$ cat src/rtl/vec_pkg.sv
// Shared types and defaults for the vector serializer slice.
// Element type and serializer state encoding.
package vec_pkg;

    localparam int BITS_DEF = 8;
    localparam int N_DEF    = 64;

    typedef enum logic [1:0] {
        IDLE,
        STREAM,
        DONE
    } ser_state_t;

    typedef logic [BITS_DEF-1:0] elem_t;

endpackage

$ cat src/rtl/vec_elem_mux.sv
// N:1 selector of one snapshot lane.
// Output is forced to zero when the selection is not valid.
module vec_elem_mux
    import vec_pkg::*;
#(
    parameter int BITS = BITS_DEF,
    parameter int N    = N_DEF,
    parameter int IW   = $clog2(N)
) (
    input  logic [BITS-1:0] snap [N-1:0],
    input  logic [IW-1:0]   sel,
    input  logic            valid,
    output logic [BITS-1:0] data
);

    always_comb begin
        data = '0;
        if (valid) begin
            data = snap[sel];
        end
    end

endmodule

$ cat src/rtl/vector_serializer.sv
// Snapshots an N-lane vector on start and streams lanes 0..len-1
// one element per accepted valid/ready beat.
module vector_serializer
    import vec_pkg::*;
#(
    parameter int BITS = BITS_DEF,
    parameter int N    = N_DEF,
    parameter int LW   = $clog2(N+1)
) (
    input  logic                 clk,
    input  logic                 rst_n,
    input  logic [BITS-1:0]      vec_in [N-1:0],
    input  logic                 start,
    input  logic [LW-1:0]        len,
    output logic                 busy,
    output logic                 done,
    output logic [BITS-1:0]      out_data,
    output logic                 out_valid,
    input  logic                 out_ready,
    output logic                 out_last,
    output logic [$clog2(N)-1:0] out_index
);

    localparam int IW = $clog2(N);

    ser_state_t      state;
    ser_state_t      nstate;
    logic [IW-1:0]   idx;
    logic [LW-1:0]   cnt_len;
    logic [BITS-1:0] snap [N-1:0];

    logic [LW-1:0]   len_clamp;
    logic            last_hit;
    logic            capture;
    logic            advance;

    assign len_clamp = (len > LW'(N)) ? LW'(N) : len;
    assign last_hit  = (LW'(idx) == (cnt_len - LW'(1)));

    // Outputs decode only from registered state, never from out_ready.
    assign busy      = (state != IDLE);
    assign done      = (state == DONE);
    assign out_valid = (state == STREAM);
    assign out_last  = out_valid && last_hit;
    assign out_index = out_valid ? idx : '0;

    always_comb begin
        nstate  = state;
        capture = 1'b0;
        advance = 1'b0;
        unique case (state)
            IDLE: begin
                if (start) begin
                    capture = 1'b1;
                    nstate  = (len_clamp == '0) ? DONE : STREAM;
                end
            end
            STREAM: begin
                if (out_ready) begin
                    if (last_hit) begin
                        nstate = DONE;
                    end else begin
                        advance = 1'b1;
                    end
                end
            end
            DONE: begin
                nstate = IDLE;
            end
            default: begin
                nstate = IDLE;
            end
        endcase
    end

    always_ff @(posedge clk or negedge rst_n) begin
        if (!rst_n) begin
            state   <= IDLE;
            idx     <= '0;
            cnt_len <= '0;
            for (int i = 0; i < N; i++) begin
                snap[i] <= '0;
            end
        end else begin
            state <= nstate;
            if (capture) begin
                snap    <= vec_in;
                cnt_len <= len_clamp;
                idx     <= '0;
            end else if (advance) begin
                idx <= idx + IW'(1);
            end
        end
    end

    vec_elem_mux #(
        .BITS (BITS),
        .N    (N),
        .IW   (IW)
    ) u_mux (
        .snap  (snap),
        .sel   (idx),
        .valid (out_valid),
        .data  (out_data)
    );

endmodule

$ cat config.mk
export PLATFORM = sky130hd
export DESIGN_NAME = vector_serializer
export DESIGN_NICKNAME = d
export VERILOG_FILES = /design/src/rtl/vec_pkg.sv /design/src/rtl/vec_elem_mux.sv /design/src/rtl/vector_serializer.sv
export SDC_FILE = /design/constraint.sdc
export NUM_CORES = 1
export LEC_CHECK = 0
export ABC_AREA = 1
export BUFFER_PORTS_ARGS = -buffer_cell sky130_fd_sc_hd__buf_2
export CORE_ASPECT_RATIO = 1.1
export CORE_UTILIZATION = 57
export CTS_BUF_LIST = sky130_fd_sc_hd__clkbuf_4
export CTS_CLUSTER_DIAMETER = 60
export DETAILED_ROUTE_END_ITERATION = 7
export GPL_TIMING_DRIVEN = 0
export HOLD_SLACK_MARGIN = 0.1
export PLACE_DENSITY = 0.88
export SYNTH_ARGS = -nofsm -noshare
export SYNTH_HDL_FRONTEND = slang
export SYNTH_SLANG_ARGS = --single-unit
export TNS_END_PERCENT = 100
$ cat constraint.sdc
create_clock -name clk -period 1.9 [get_ports clk]
set_input_delay 0.38 -clock clk [delete_from_list [all_inputs] [get_ports clk]]
set_output_delay 0.38 -clock clk [all_outputs]
set_load 0.01 [all_outputs]
==> impl_metrics.prom, run 1 <==
# TYPE chip_impl_metric gauge
chip_impl_metric{name="pre_cts_ws",unit="ns"} -1.09
chip_impl_metric{name="largest_net_degree_at_the_start_of_global_routing",unit=""} 131
chip_impl_info{name="error_message",value="[ERROR GRT-0116] Global routing finished with congestion. Check the congestion regions in the DRC Viewer."} 1
chip_impl_metric{name="netlist_instances",unit=""} 3505
chip_impl_metric{name="globalRoute.totalOverflow",unit=""} 91
chip_impl_info{name="outcome",value="stopped before the end"} 1
chip_impl_metric{name="synth.lib_cells_used.distinct",unit=""} 27
chip_impl_metric{name="dp_hpwl",unit="um"} 79400
chip_impl_info{name="yosysMostFrequentCell",value="sky130_fd_sc_hd__nand2_1"} 1
chip_impl_metric{name="numCtsBuffers",unit=""} 137
chip_impl_metric{name="synth_top_area_share",unit=""} 0.515
chip_impl_metric{name="start_util",unit=""} 0.576
chip_impl_metric{name="synthesis.area",unit="sq um"} 25600
chip_impl_info{name="yosys.area.top_type",value="sky130_fd_sc_hd__dfrtp_1"} 1
chip_impl_metric{name="clock_sink_count",unit=""} 527
chip_impl_metric{name="yosys_register_bits",unit=""} 527
chip_impl_info{name="synth-main-ff-cell",value="sky130_fd_sc_hd__dfrtp_1"} 1
chip_impl_metric{name="num_rows",unit=""} 81
chip_impl_metric{name="portBuffers",unit=""} 540
chip_impl_metric{name="grt_usage",unit=""} 0.705
chip_impl_metric{name="synthesis_warning_total",unit=""} 0
chip_impl_metric{name="synth_async_sr_flop_share",unit=""} 1.00
chip_impl_info{name="stage_where_the_flow_stopped",value="global routing (5_1_grt)"} 1
chip_impl_metric{name="seq_area_frac_synth",unit=""} 0.515
chip_impl_info{name="synth_top_cells_by_count",value="sky130_fd_sc_hd__nand2_1, sky130_fd_sc_hd__dfrtp_1, sky130_fd_sc_hd__nand3_1, sky130_fd_sc_hd__inv_1, sky130_fd_sc_hd__o21ai_0"} 1
chip_impl_metric{name="die-height",unit="um"} 224
chip_impl_metric{name="first_global_vias",unit=""} 37600
chip_impl_metric{name="gp_congestion",unit=""} 1.03
chip_impl_info{name="synth_top_area_cells",value="sky130_fd_sc_hd__dfrtp_1, sky130_fd_sc_hd__nand2_1, sky130_fd_sc_hd__nand3_1"} 1
chip_impl_metric{name="cts-htree-levels",unit=""} 4
chip_impl_metric{name="synth-edff-count",unit=""} 0
chip_impl_metric{name="top_level_ports",unit=""} 541
chip_impl_metric{name="global_route_wire_length_before_repair",unit="um"} 235000
chip_impl_info{name="cts_root_buffer",value="sky130_fd_sc_hd__clkbuf_4"} 1
chip_impl_metric{name="floorplan.die.width",unit="um"} 204
chip_impl_metric{name="mappedNetlistNets",unit=""} 4030
chip_impl_metric{name="post_synth.cell_area_avg",unit="sq um"} 7.30
chip_impl_metric{name="clockBufferDepth",unit=""} 3
per-stage QoR:
| step | instances | instance area [sq um] |
|---|---|---|
| after global placement | 4626 | 29000 |
| after floorplan | 3505 | 25600 |
| after CTS | 5395 | 37400 |
| after detailed placement | 4630 | 29100 |
per-layer routing:
| layer | GRT overflow | track usage |
|---|---|---|
| met2 | 60 | 0.899 |
| met1 | 0 | 0.752 |
| met3 | 1 | 0.497 |
| met4 | 30 | 0.647 |
| met5 | 0 | 0.0996 |
cell families after synthesis:
| group | share of synthesized area |
|---|---|
| AND/OR/NAND/NOR | 0.327 |
| adder cells (fa/ha/maj) | 0.000978 |
| flip-flops | 0.515 |
| AO/OA/AOI/OAI | 0.0711 |
| buffers and inverters | 0.0826 |
| XOR/XNOR | 0.00274 |
repair_timing:
item / 4_1_cts
pin swaps: 19
gates cloned: 1
endpoints found under the hold margin: 942
hold buffers: 524
buffers inserted: 9
resized for setup: 334
endpoints found under the setup margin: 529
==> run 2, diff against run 1 <==
--- a/config.mk
+++ b/config.mk
@@ -7,14 +7,10 @@
 export LEC_CHECK = 0
 export ABC_AREA = 1
 export BUFFER_PORTS_ARGS = -buffer_cell sky130_fd_sc_hd__buf_2
-export CORE_ASPECT_RATIO = 1.1
-export CORE_UTILIZATION = 57
-export CTS_BUF_LIST = sky130_fd_sc_hd__clkbuf_4
-export CTS_CLUSTER_DIAMETER = 60
+export CORE_UTILIZATION = 40
 export DETAILED_ROUTE_END_ITERATION = 7
 export GPL_TIMING_DRIVEN = 0
-export HOLD_SLACK_MARGIN = 0.1
-export PLACE_DENSITY = 0.88
+export PLACE_DENSITY_LB_ADDON = 0.15
 export SYNTH_ARGS = -nofsm -noshare
 export SYNTH_HDL_FRONTEND = slang
 export SYNTH_SLANG_ARGS = --single-unit
==> impl_metrics.prom, run 2 <==
# TYPE chip_impl_metric gauge
chip_impl_info{name="outcome",value="finished, violations left"} 1
chip_impl_info{name="failed_checks",value="negative hold slack, negative setup slack"} 1
chip_impl_metric{name="number_of_nets_with_antenna_violations_after_detailed_routing",unit=""} 0
chip_impl_metric{name="finalSetupViolations",unit=""} 24
chip_impl_metric{name="num_rows",unit=""} 92
chip_impl_metric{name="post_route_cells_drive_above_1_share",unit=""} 0.232
chip_impl_metric{name="whs",unit="ns"} -0.333
chip_impl_info{name="biggestRegsByFlops",value="snap x512, cnt_len x7, idx x6"} 1
chip_impl_info{name="yosys.area.top_type",value="sky130_fd_sc_hd__dfrtp_1"} 1
chip_impl_metric{name="drt_first_pass_iters",unit=""} 5
chip_impl_metric{name="numCtsBuffers",unit=""} 58
chip_impl_metric{name="route.detailed.drc",unit=""} 0
chip_impl_metric{name="seq_area_frac_synth",unit=""} 0.515
chip_impl_metric{name="cts-htree-levels",unit=""} 2
chip_impl_metric{name="area_of_the_multi_input_gates",unit="sq um"} 11200
chip_impl_metric{name="vias",unit=""} 28700
chip_impl_metric{name="synthesis.area",unit="sq um"} 25600
chip_impl_metric{name="iteration_0_drc_count_of_the_detailed_router",unit=""} 3012
chip_impl_metric{name="mappedNetlistNets",unit=""} 4030
chip_impl_info{name="setup.worst_path.end_class",value="output pin"} 1
chip_impl_metric{name="fin_ws",unit="ns"} -1.32
chip_impl_metric{name="finalPower",unit="mW"} 59.3
chip_impl_info{name="worst_setup_sp_type",value="flop"} 1
chip_impl_metric{name="num-fill-cells",unit=""} 5679
chip_impl_metric{name="fin_worst_skew",unit="ns"} 0.0195
chip_impl_metric{name="synth_async_sr_flop_share",unit=""} 1.00
chip_impl_info{name="layout.cells.most_common_list",value="sky130_fd_sc_hd__nand2_1, sky130_fd_sc_hd__buf_2, sky130_fd_sc_hd__dfrtp_1"} 1
chip_impl_info{name="yosysMostFrequentCell",value="sky130_fd_sc_hd__nand2_1"} 1
chip_impl_metric{name="portBuffers",unit=""} 540
chip_impl_metric{name="maxClockFrequency",unit="GHz"} 0.310
chip_impl_metric{name="antenna_found_initial",unit=""} 4
chip_impl_metric{name="pre_cts_ws",unit="ns"} -1.30
chip_impl_metric{name="clkLatencyLatePin",unit="ns"} 0.65
chip_impl_metric{name="largest_register_ff_count",unit=""} 512
chip_impl_metric{name="die-height",unit="um"} 255
chip_impl_metric{name="power_density",unit="nW/um^2"} 1550
chip_impl_info{name="rsz0062_at_grt",value="yes"} 1
chip_impl_metric{name="clk_transition_reported_paths",unit="ns"} 0.06
chip_impl_metric{name="final_clock_period_utilization_by_the_worst_path",unit=""} 1.70
chip_impl_info{name="hold_class",value="in -> async"} 1
chip_impl_info{name="synth_top_area_cells",value="sky130_fd_sc_hd__dfrtp_1, sky130_fd_sc_hd__nand2_1, sky130_fd_sc_hd__nand3_1"} 1
chip_impl_metric{name="clock_sink_count",unit=""} 527
chip_impl_metric{name="grt_usage",unit=""} 0.377
chip_impl_metric{name="largest_net_degree_at_the_start_of_global_routing",unit=""} 107
chip_impl_metric{name="timing.max_cap.violations",unit=""} 0
chip_impl_metric{name="final_nets",unit=""} 5097
chip_impl_metric{name="post_synth.cell_area_avg",unit="sq um"} 7.30
chip_impl_info{name="synth-main-ff-cell",value="sky130_fd_sc_hd__dfrtp_1"} 1
chip_impl_metric{name="synth_top_area_share",unit=""} 0.515
chip_impl_metric{name="synth.lib_cells_used.distinct",unit=""} 27
chip_impl_metric{name="dp_hpwl",unit="um"} 89200
chip_impl_metric{name="critical_path_at",unit="ns"} 2.84
chip_impl_info{name="cts_root_buffer",value="sky130_fd_sc_hd__clkbuf_16"} 1
chip_impl_info{name="path_class",value="reg -> out"} 1
chip_impl_metric{name="first_global_vias",unit=""} 27500
chip_impl_info{name="synth_top_cells_by_count",value="sky130_fd_sc_hd__nand2_1, sky130_fd_sc_hd__dfrtp_1, sky130_fd_sc_hd__nand3_1, sky130_fd_sc_hd__inv_1, sky130_fd_sc_hd__o21ai_0"} 1
chip_impl_metric{name="final_hold_viol_count",unit=""} 60
chip_impl_metric{name="start_util",unit=""} 0.405
chip_impl_metric{name="synth-edff-count",unit=""} 0
chip_impl_metric{name="layout.area.seq",unit="sq um"} 13200
chip_impl_metric{name="area.growth.synth_to_final",unit="%"} 49.0
chip_impl_metric{name="total_die_area",unit="sq um"} 65000
chip_impl_metric{name="final_util",unit=""} 0.603
chip_impl_info{name="final_common_cell",value="sky130_fd_sc_hd__nand2_1"} 1
chip_impl_metric{name="leakage_power_of_the_design",unit="nW"} 19.6
chip_impl_info{name="max_flop_register",value="snap"} 1
chip_impl_metric{name="finalWirelength",unit="um"} 125000
chip_impl_metric{name="global_route_wire_length_before_repair",unit="um"} 176000
chip_impl_metric{name="detail_route.vias_per_cell",unit=""} 5.24
chip_impl_metric{name="clockBufferDepth",unit=""} 3
chip_impl_info{name="tritoncts",value="built"} 1
chip_impl_metric{name="top_level_ports",unit=""} 541
chip_impl_metric{name="globalRoute.totalOverflow",unit=""} 0
chip_impl_metric{name="slew-limit-headroom",unit=""} 0.504
chip_impl_metric{name="placedInstanceArea",unit="sq um"} 29500
chip_impl_metric{name="final_max_slew_viol_count",unit=""} 0
chip_impl_metric{name="min_tclk_post_route",unit="ns"} 3.22
chip_impl_metric{name="route.detailed.wl_per_inst",unit="um"} 22.9
chip_impl_metric{name="floorplan.die.width",unit="um"} 255
chip_impl_metric{name="gp_congestion",unit=""} 0.956
chip_impl_metric{name="core_region_area",unit="sq um"} 63200
chip_impl_metric{name="netlist_instances",unit=""} 3505
chip_impl_metric{name="timing.critical_path.fanout_max",unit=""} 10
chip_impl_metric{name="max_slew.worst_pin.slew",unit="ns"} 0.744
chip_impl_metric{name="max-vdd-ir-drop",unit="uV"} 865
chip_impl_metric{name="yosys_register_bits",unit=""} 527
chip_impl_metric{name="timing.critical_path.required",unit="ns"} 1.52
chip_impl_metric{name="synthesis_warning_total",unit=""} 0
chip_impl_metric{name="final_cell_area_excluding_filler_cells",unit="sq um"} 38100
[run 2: worst paths after layout]
check,start,to,slack [ns],depth (start not counted)
min in group clk,vec_in[348],snap[348],0.01,3
worst min-delay path,rst_n,snap[104],-0.33,1
worst min register to register,snap[146],snap[146],0.48,2
max in group asynchronous,rst_n,snap[57],0.43,4
worst max register to register,idx[0],state[0],-0.09,11
worst max-delay path,idx[0],out_data[0],-1.32,11
[run 2: kinds of logic (layout without fill, tap and decap cells)]
group	after synthesis	count (layout)	synth area share
other	0	4	0
buffers and inverters	494	1611	0.0826
adders and majority gates	2	2	0.000978
xor gates and xnor gates	8	8	0.00274
AOI/OAI and AO/OA	354	354	0.0711
DFF	527	527	0.515
and+or+nand+nor	2120	2120	0.327
[run 2: worst max-delay path, stage by stage, from the launching register on]
cell and delay, ns:
sky130_fd_sc_hd__dfrtp_2 0.47, sky130_fd_sc_hd__buf_12 0.18, sky130_fd_sc_hd__inv_12 0.10, sky130_fd_sc_hd__buf_4 0.12, sky130_fd_sc_hd__clkbuf_4 0.24, sky130_fd_sc_hd__o21ai_1 0.19, sky130_fd_sc_hd__nand3_1 0.14, sky130_fd_sc_hd__nand3_1 0.08
sky130_fd_sc_hd__nand2_1 0.12, sky130_fd_sc_hd__nand3_2 0.10, sky130_fd_sc_hd__a21oi_4 0.28, sky130_fd_sc_hd__buf_6 0.15
[run 2: timing repair]
action                                 in CTS  in global routing
gates resized for setup                   338                207
setup endpoints to repair                 533                292
buffers inserted                           10                 10
hold buffers                              434                  1
endpoints found under the hold margin     494                 61
cloned                                      2                  6
pin swaps                                  28                 38
[run 2: cell type report]
| class | count | area share |
|---|---|---|
| Buffer | 220 | 0.0474 |
| Multi-Input combinational cell | 2484 | 0.293 |
| Inverter | 274 | 0.0279 |
| Clock inverter | 26 | 0.0108 |
| Antenna cell | 4 | 0.000262 |
| Sequential cell | 527 | 0.346 |
| Clock buffer | 84 | 0.0456 |
| Timing Repair Buffer | 1007 | 0.201 |
| Tap cell | 846 | 0.0278 |
[run 2: per-layer routing]
layer / vias to the layer above / routed length, um / track usage
met2: 1546 / 55400 / 0.576
met5: - / 17 / 0
met4: 2 / 7580 / 0.212
li1: 13000 / - / -
met1: 13700 / 51500 / 0.511
met3: 377 / 10800 / 0.0597
[run 2: power by group]
part / switching (mW) / total [mW] / internal (mW) / leakage [nW]
Sequential: 2.58 / 19.1 / 16.6 / 6.52
Combinational: 17.8 / 27.3 / 9.55 / 12.1
Clock: 5.06 / 12.8 / 7.72 / 1.05
Total: 25.4 / 59.3 / 33.8 / 19.6
[run 2: per-stage QoR]
stage / cells / TNS [ns]
final: 5472 / -13.28
after global routing: 5469 / -14.30
after detailed placement: 4896 / -233.56
after floorplan: 3505 / 0
after global placement: 4891 / -5898.39
after CTS: 5452 / -12.41
No activity file was read; power rests on OpenSTA's default activity.
==> run 3, diff against run 2 <==
--- a/config.mk
+++ b/config.mk
@@ -7,11 +7,13 @@
 export LEC_CHECK = 0
 export ABC_AREA = 1
 export BUFFER_PORTS_ARGS = -buffer_cell sky130_fd_sc_hd__buf_2
+export CORE_ASPECT_RATIO = 1.4
 export CORE_UTILIZATION = 40
 export DETAILED_ROUTE_END_ITERATION = 7
 export GPL_TIMING_DRIVEN = 0
 export PLACE_DENSITY_LB_ADDON = 0.15
 export SYNTH_ARGS = -nofsm -noshare
 export SYNTH_HDL_FRONTEND = slang
+export SYNTH_HIERARCHICAL = 1
 export SYNTH_SLANG_ARGS = --single-unit
 export TNS_END_PERCENT = 100
==> impl_metrics.prom, run 3 <==
# TYPE chip_impl_metric gauge
chip_impl_metric{name="mappedNetlistNets",unit=""} 4045
chip_impl_metric{name="reg2reg_depth",unit=""} 8
chip_impl_metric{name="floorplan.die.width",unit="um"} 216
chip_impl_metric{name="die-height",unit="um"} 301
chip_impl_metric{name="start_util",unit=""} 0.405
chip_impl_metric{name="final_clock_period_utilization_by_the_worst_path",unit=""} 1.64
chip_impl_info{name="yosys.area.top_type",value="sky130_fd_sc_hd__dfrtp_1"} 1
chip_impl_metric{name="max_slew.worst_pin.slew",unit="ns"} 0.907
chip_impl_metric{name="seq_area_frac_synth",unit=""} 0.516
chip_impl_metric{name="placedInstanceArea",unit="sq um"} 29500
chip_impl_info{name="failed_checks",value="negative hold slack, negative setup slack"} 1
chip_impl_metric{name="synth_top_area_share",unit=""} 0.516
chip_impl_metric{name="vias",unit=""} 28500
chip_impl_metric{name="netlist_instances",unit=""} 3520
chip_impl_metric{name="final_hold_viol_count",unit=""} 108
chip_impl_metric{name="yosys_register_bits",unit=""} 527
chip_impl_metric{name="route.detailed.drc",unit=""} 0
chip_impl_metric{name="dr_wl_met3",unit="um"} 8220
chip_impl_info{name="maxUsedRoutingLayer",value="met5"} 1
chip_impl_info{name="timing.critical_path.from",value="idx[0]"} 1
chip_impl_metric{name="fin_worst_skew",unit="ns"} 0.0147
chip_impl_metric{name="final_cell_area_excluding_filler_cells",unit="sq um"} 37900
chip_impl_metric{name="met2RoutedLength",unit="um"} 61600
chip_impl_info{name="final_common_cell",value="sky130_fd_sc_hd__nand2_1"} 1
chip_impl_info{name="max_flop_register",value="snap"} 1
chip_impl_metric{name="post_layout_nonfiller_instances",unit=""} 5422
chip_impl_info{name="tritoncts",value="built"} 1
chip_impl_info{name="r2r-end",value="snap[120]"} 1
chip_impl_info{name="setup.worst_path.end_class",value="output pin"} 1
chip_impl_metric{name="numCtsBuffers",unit=""} 54
chip_impl_metric{name="num-fill-cells",unit=""} 5842
chip_impl_metric{name="synth.lib_cells_used.distinct",unit=""} 26
chip_impl_metric{name="power_density",unit="nW/um^2"} 1620
chip_impl_metric{name="final_nets",unit=""} 5077
chip_impl_metric{name="final_max_slew_viol_count",unit=""} 0
chip_impl_metric{name="clockBufferDepth",unit=""} 3
chip_impl_metric{name="maxClockFrequency",unit="GHz"} 0.321
chip_impl_metric{name="timing.critical_path.fanout_max",unit=""} 6
chip_impl_metric{name="synthesis.area",unit="sq um"} 25600
chip_impl_metric{name="clkLatencyLatePin",unit="ns"} 0.62
chip_impl_metric{name="slew-limit-headroom",unit=""} 0.395
chip_impl_metric{name="max-vdd-ir-drop",unit="uV"} 802
chip_impl_metric{name="cts-htree-levels",unit=""} 2
chip_impl_metric{name="cts_hold_buffers",unit=""} 388
chip_impl_metric{name="route.detailed.wl_per_inst",unit="um"} 23.8
chip_impl_metric{name="portBuffers",unit=""} 540
chip_impl_metric{name="clock_sink_count",unit=""} 527
chip_impl_metric{name="post_synth.cell_area_avg",unit="sq um"} 7.26
chip_impl_metric{name="min_tclk_post_route",unit="ns"} 3.12
chip_impl_metric{name="area.growth.synth_to_final",unit="%"} 48.3
chip_impl_metric{name="dp_hpwl",unit="um"} 90500
chip_impl_metric{name="grt_usage",unit=""} 0.383
chip_impl_metric{name="whs",unit="ns"} -0.189
chip_impl_metric{name="fin_ws",unit="ns"} -1.22
chip_impl_metric{name="clk_transition_reported_paths",unit="ns"} 0.07
chip_impl_metric{name="number_of_nets_with_antenna_violations_after_detailed_routing",unit=""} 0
chip_impl_metric{name="timing.max_cap.violations",unit=""} 0
chip_impl_info{name="rr_startpoint",value="state[1]"} 1
chip_impl_metric{name="finalSetupViolations",unit=""} 16
chip_impl_metric{name="reg2reg_setup_slack",unit="ns"} 0.05
chip_impl_metric{name="antenna_found_initial",unit=""} 2
chip_impl_metric{name="timing.critical_path.required",unit="ns"} 1.52
chip_impl_metric{name="post_route_cells_drive_above_1_share",unit=""} 0.246
chip_impl_metric{name="global_route_wire_length_before_repair",unit="um"} 179000
chip_impl_metric{name="drt_first_pass_iters",unit=""} 8
chip_impl_info{name="layout.cells.most_common_list",value="sky130_fd_sc_hd__nand2_1, sky130_fd_sc_hd__buf_2, sky130_fd_sc_hd__dfrtp_1"} 1
chip_impl_metric{name="first_global_vias",unit=""} 28000
chip_impl_info{name="cts_root_buffer",value="sky130_fd_sc_hd__clkbuf_16"} 1
chip_impl_metric{name="largest_net_degree_at_the_start_of_global_routing",unit=""} 114
chip_impl_info{name="synth_top_area_cells",value="sky130_fd_sc_hd__dfrtp_1, sky130_fd_sc_hd__nand2_1, sky130_fd_sc_hd__nand3_1"} 1
chip_impl_info{name="worst_setup_sp_type",value="flop"} 1
chip_impl_metric{name="m1WireLength",unit="um"} 48600
chip_impl_metric{name="detail_route.vias_per_cell",unit=""} 5.25
chip_impl_metric{name="synthesis_warning_total",unit=""} 6
chip_impl_metric{name="synth_async_sr_flop_share",unit=""} 1.00
chip_impl_metric{name="top_level_ports",unit=""} 541
chip_impl_metric{name="critical_path_at",unit="ns"} 2.74
chip_impl_metric{name="total_die_area",unit="sq um"} 65000
chip_impl_metric{name="iteration_0_drc_count_of_the_detailed_router",unit=""} 2918
chip_impl_info{name="synth_top_cells_by_count",value="sky130_fd_sc_hd__nand2_1, sky130_fd_sc_hd__dfrtp_1, sky130_fd_sc_hd__nand3_1, sky130_fd_sc_hd__buf_2, sky130_fd_sc_hd__buf_4"} 1
chip_impl_info{name="synth-main-ff-cell",value="sky130_fd_sc_hd__dfrtp_1"} 1
chip_impl_info{name="path_class",value="reg -> out"} 1
chip_impl_metric{name="finalWirelength",unit="um"} 129000
chip_impl_metric{name="globalRoute.totalOverflow",unit=""} 0
chip_impl_info{name="hold_class",value="in -> async"} 1
chip_impl_metric{name="leakage_power_of_the_design",unit="nW"} 20.2
chip_impl_metric{name="num_rows",unit=""} 109
chip_impl_metric{name="placedCellCount",unit=""} 4896
chip_impl_metric{name="gp_congestion",unit=""} 0.934
chip_impl_metric{name="largest_register_ff_count",unit=""} 512
chip_impl_info{name="yosysMostFrequentCell",value="sky130_fd_sc_hd__nand2_1"} 1
chip_impl_info{name="outcome",value="finished, violations left"} 1
chip_impl_info{name="biggestRegsByFlops",value="snap x512, cnt_len x7, idx x6"} 1
chip_impl_metric{name="synth-edff-count",unit=""} 0
chip_impl_metric{name="core_region_area",unit="sq um"} 63100
chip_impl_info{name="rsz0062_at_grt",value="yes"} 1
[run 3: changes by cell type after synthesis, sizes merged, moves of 18 or more]
| cell | delta |
|---|---|
| a21oi | -26 |
| buf | +62 |
| clkbuf | -57 |
| inv | -243 |
| nand2 | +644 |
| nand3 | +162 |
| nor2 | -204 |
| o211ai | -18 |
| o21ai | -292 |
[run 3: worst max-delay path by stage]
| stage | to | slack, ns | depth (start not counted) |
|---|---|---|---|
| final | out_data[1] | -1.22 | 14 |
| after CTS | out_data[3] | -1.22 | 13 |
| after detailed placement | out_data[2] | -1.43 | 9 |
| after floorplan | out_data[1] | 0.02 | 12 |
| after global routing | out_data[1] | -1.28 | 15 |
| after global placement | snap[202] | -10.77 | 1 |
[run 3: power by group]
| group | switching, mW | internal (mW) |
|---|---|---|
| registers | 3.42 | 16.5 |
| logic | 18.9 | 11.1 |
| clock network | 4.73 | 6.55 |
[run 3: stage by stage]
stage               setup TNS [ns]  utilization  hold slack, ns  power [mW]  setup slack, ns
detailed placement          -69.57        0.467           0.465        43.5            -1.43
floorplan                        0            -          0.0844        33.4           0.0165
global placement          -5661.21        0.465           0.462        43.2           -10.77
finish                      -11.82        0.601          -0.189        61.3            -1.22
CTS                         -11.32        0.580          -0.129        58.2            -1.22
global route                -12.53        0.601          -0.101        64.5            -1.28
[run 3: what timing repair did]
action / CTS / global route
setup buffers: 12 / 10
cloned: 4 / 18
pin swaps: 31 / 57
hold endpoints to repair: 496 / 108
setup endpoints to repair: 365 / 322
gates resized for setup: 364 / 175
[run 3: routing by layer]
layer	global-route usage	vias up
met3	0.0480	404
li1	-	13000
met4	0.272	2
met1	0.454	13600
met5	0.000741	-
met2	0.646	1408
[run 3: cell families (layout without fill, tap and decap cells)]
logic type,count (synthesis),in the layout,synth area share
simple gates,2712,2712,0.422
flops,527,527,0.516
buf+inv,255,1324,0.0555
compound gates,18,18,0.00372
xor+xnor,6,6,0.00206
fa+ha+maj,2,2,0.000979
other cells,0,1,0
[run 3: layout make-up]
type / instances / area (sq um) / area share
Inverter: 30 / 144 / 0.00379
Timing Repair inverter: 1 / 16.3 / 0.000429
Buffer: 225 / 2070 / 0.0546
Tap cell: 832 / 1040 / 0.0275
Timing Repair Buffer: 975 / 7540 / 0.199
Multi-Input combinational cell: 2738 / 12100 / 0.318
Antenna cell: 1 / 2.50 / 0.0000660
Sequential cell: 527 / 13200 / 0.348
Clock buffer: 73 / 1560 / 0.0412
Clock inverter: 20 / 277 / 0.00729
[run 3: critical path: stages, from the launching register on]
cell and delay [ns]:
sky130_fd_sc_hd__dfrtp_2 0.45, sky130_fd_sc_hd__buf_12 0.18, sky130_fd_sc_hd__clkinv_16 0.08, sky130_fd_sc_hd__buf_16 0.16
sky130_fd_sc_hd__buf_12 0.14, sky130_fd_sc_hd__buf_12 0.13, sky130_fd_sc_hd__nand2_2 0.05, sky130_fd_sc_hd__nand3_2 0.08
sky130_fd_sc_hd__nand3_2 0.11, sky130_fd_sc_hd__nand2_2 0.10, sky130_fd_sc_hd__nand2_2 0.05, sky130_fd_sc_hd__nand3_2 0.07
sky130_fd_sc_hd__nand3_2 0.09, sky130_fd_sc_hd__a21oi_4 0.25, sky130_fd_sc_hd__buf_6 0.14
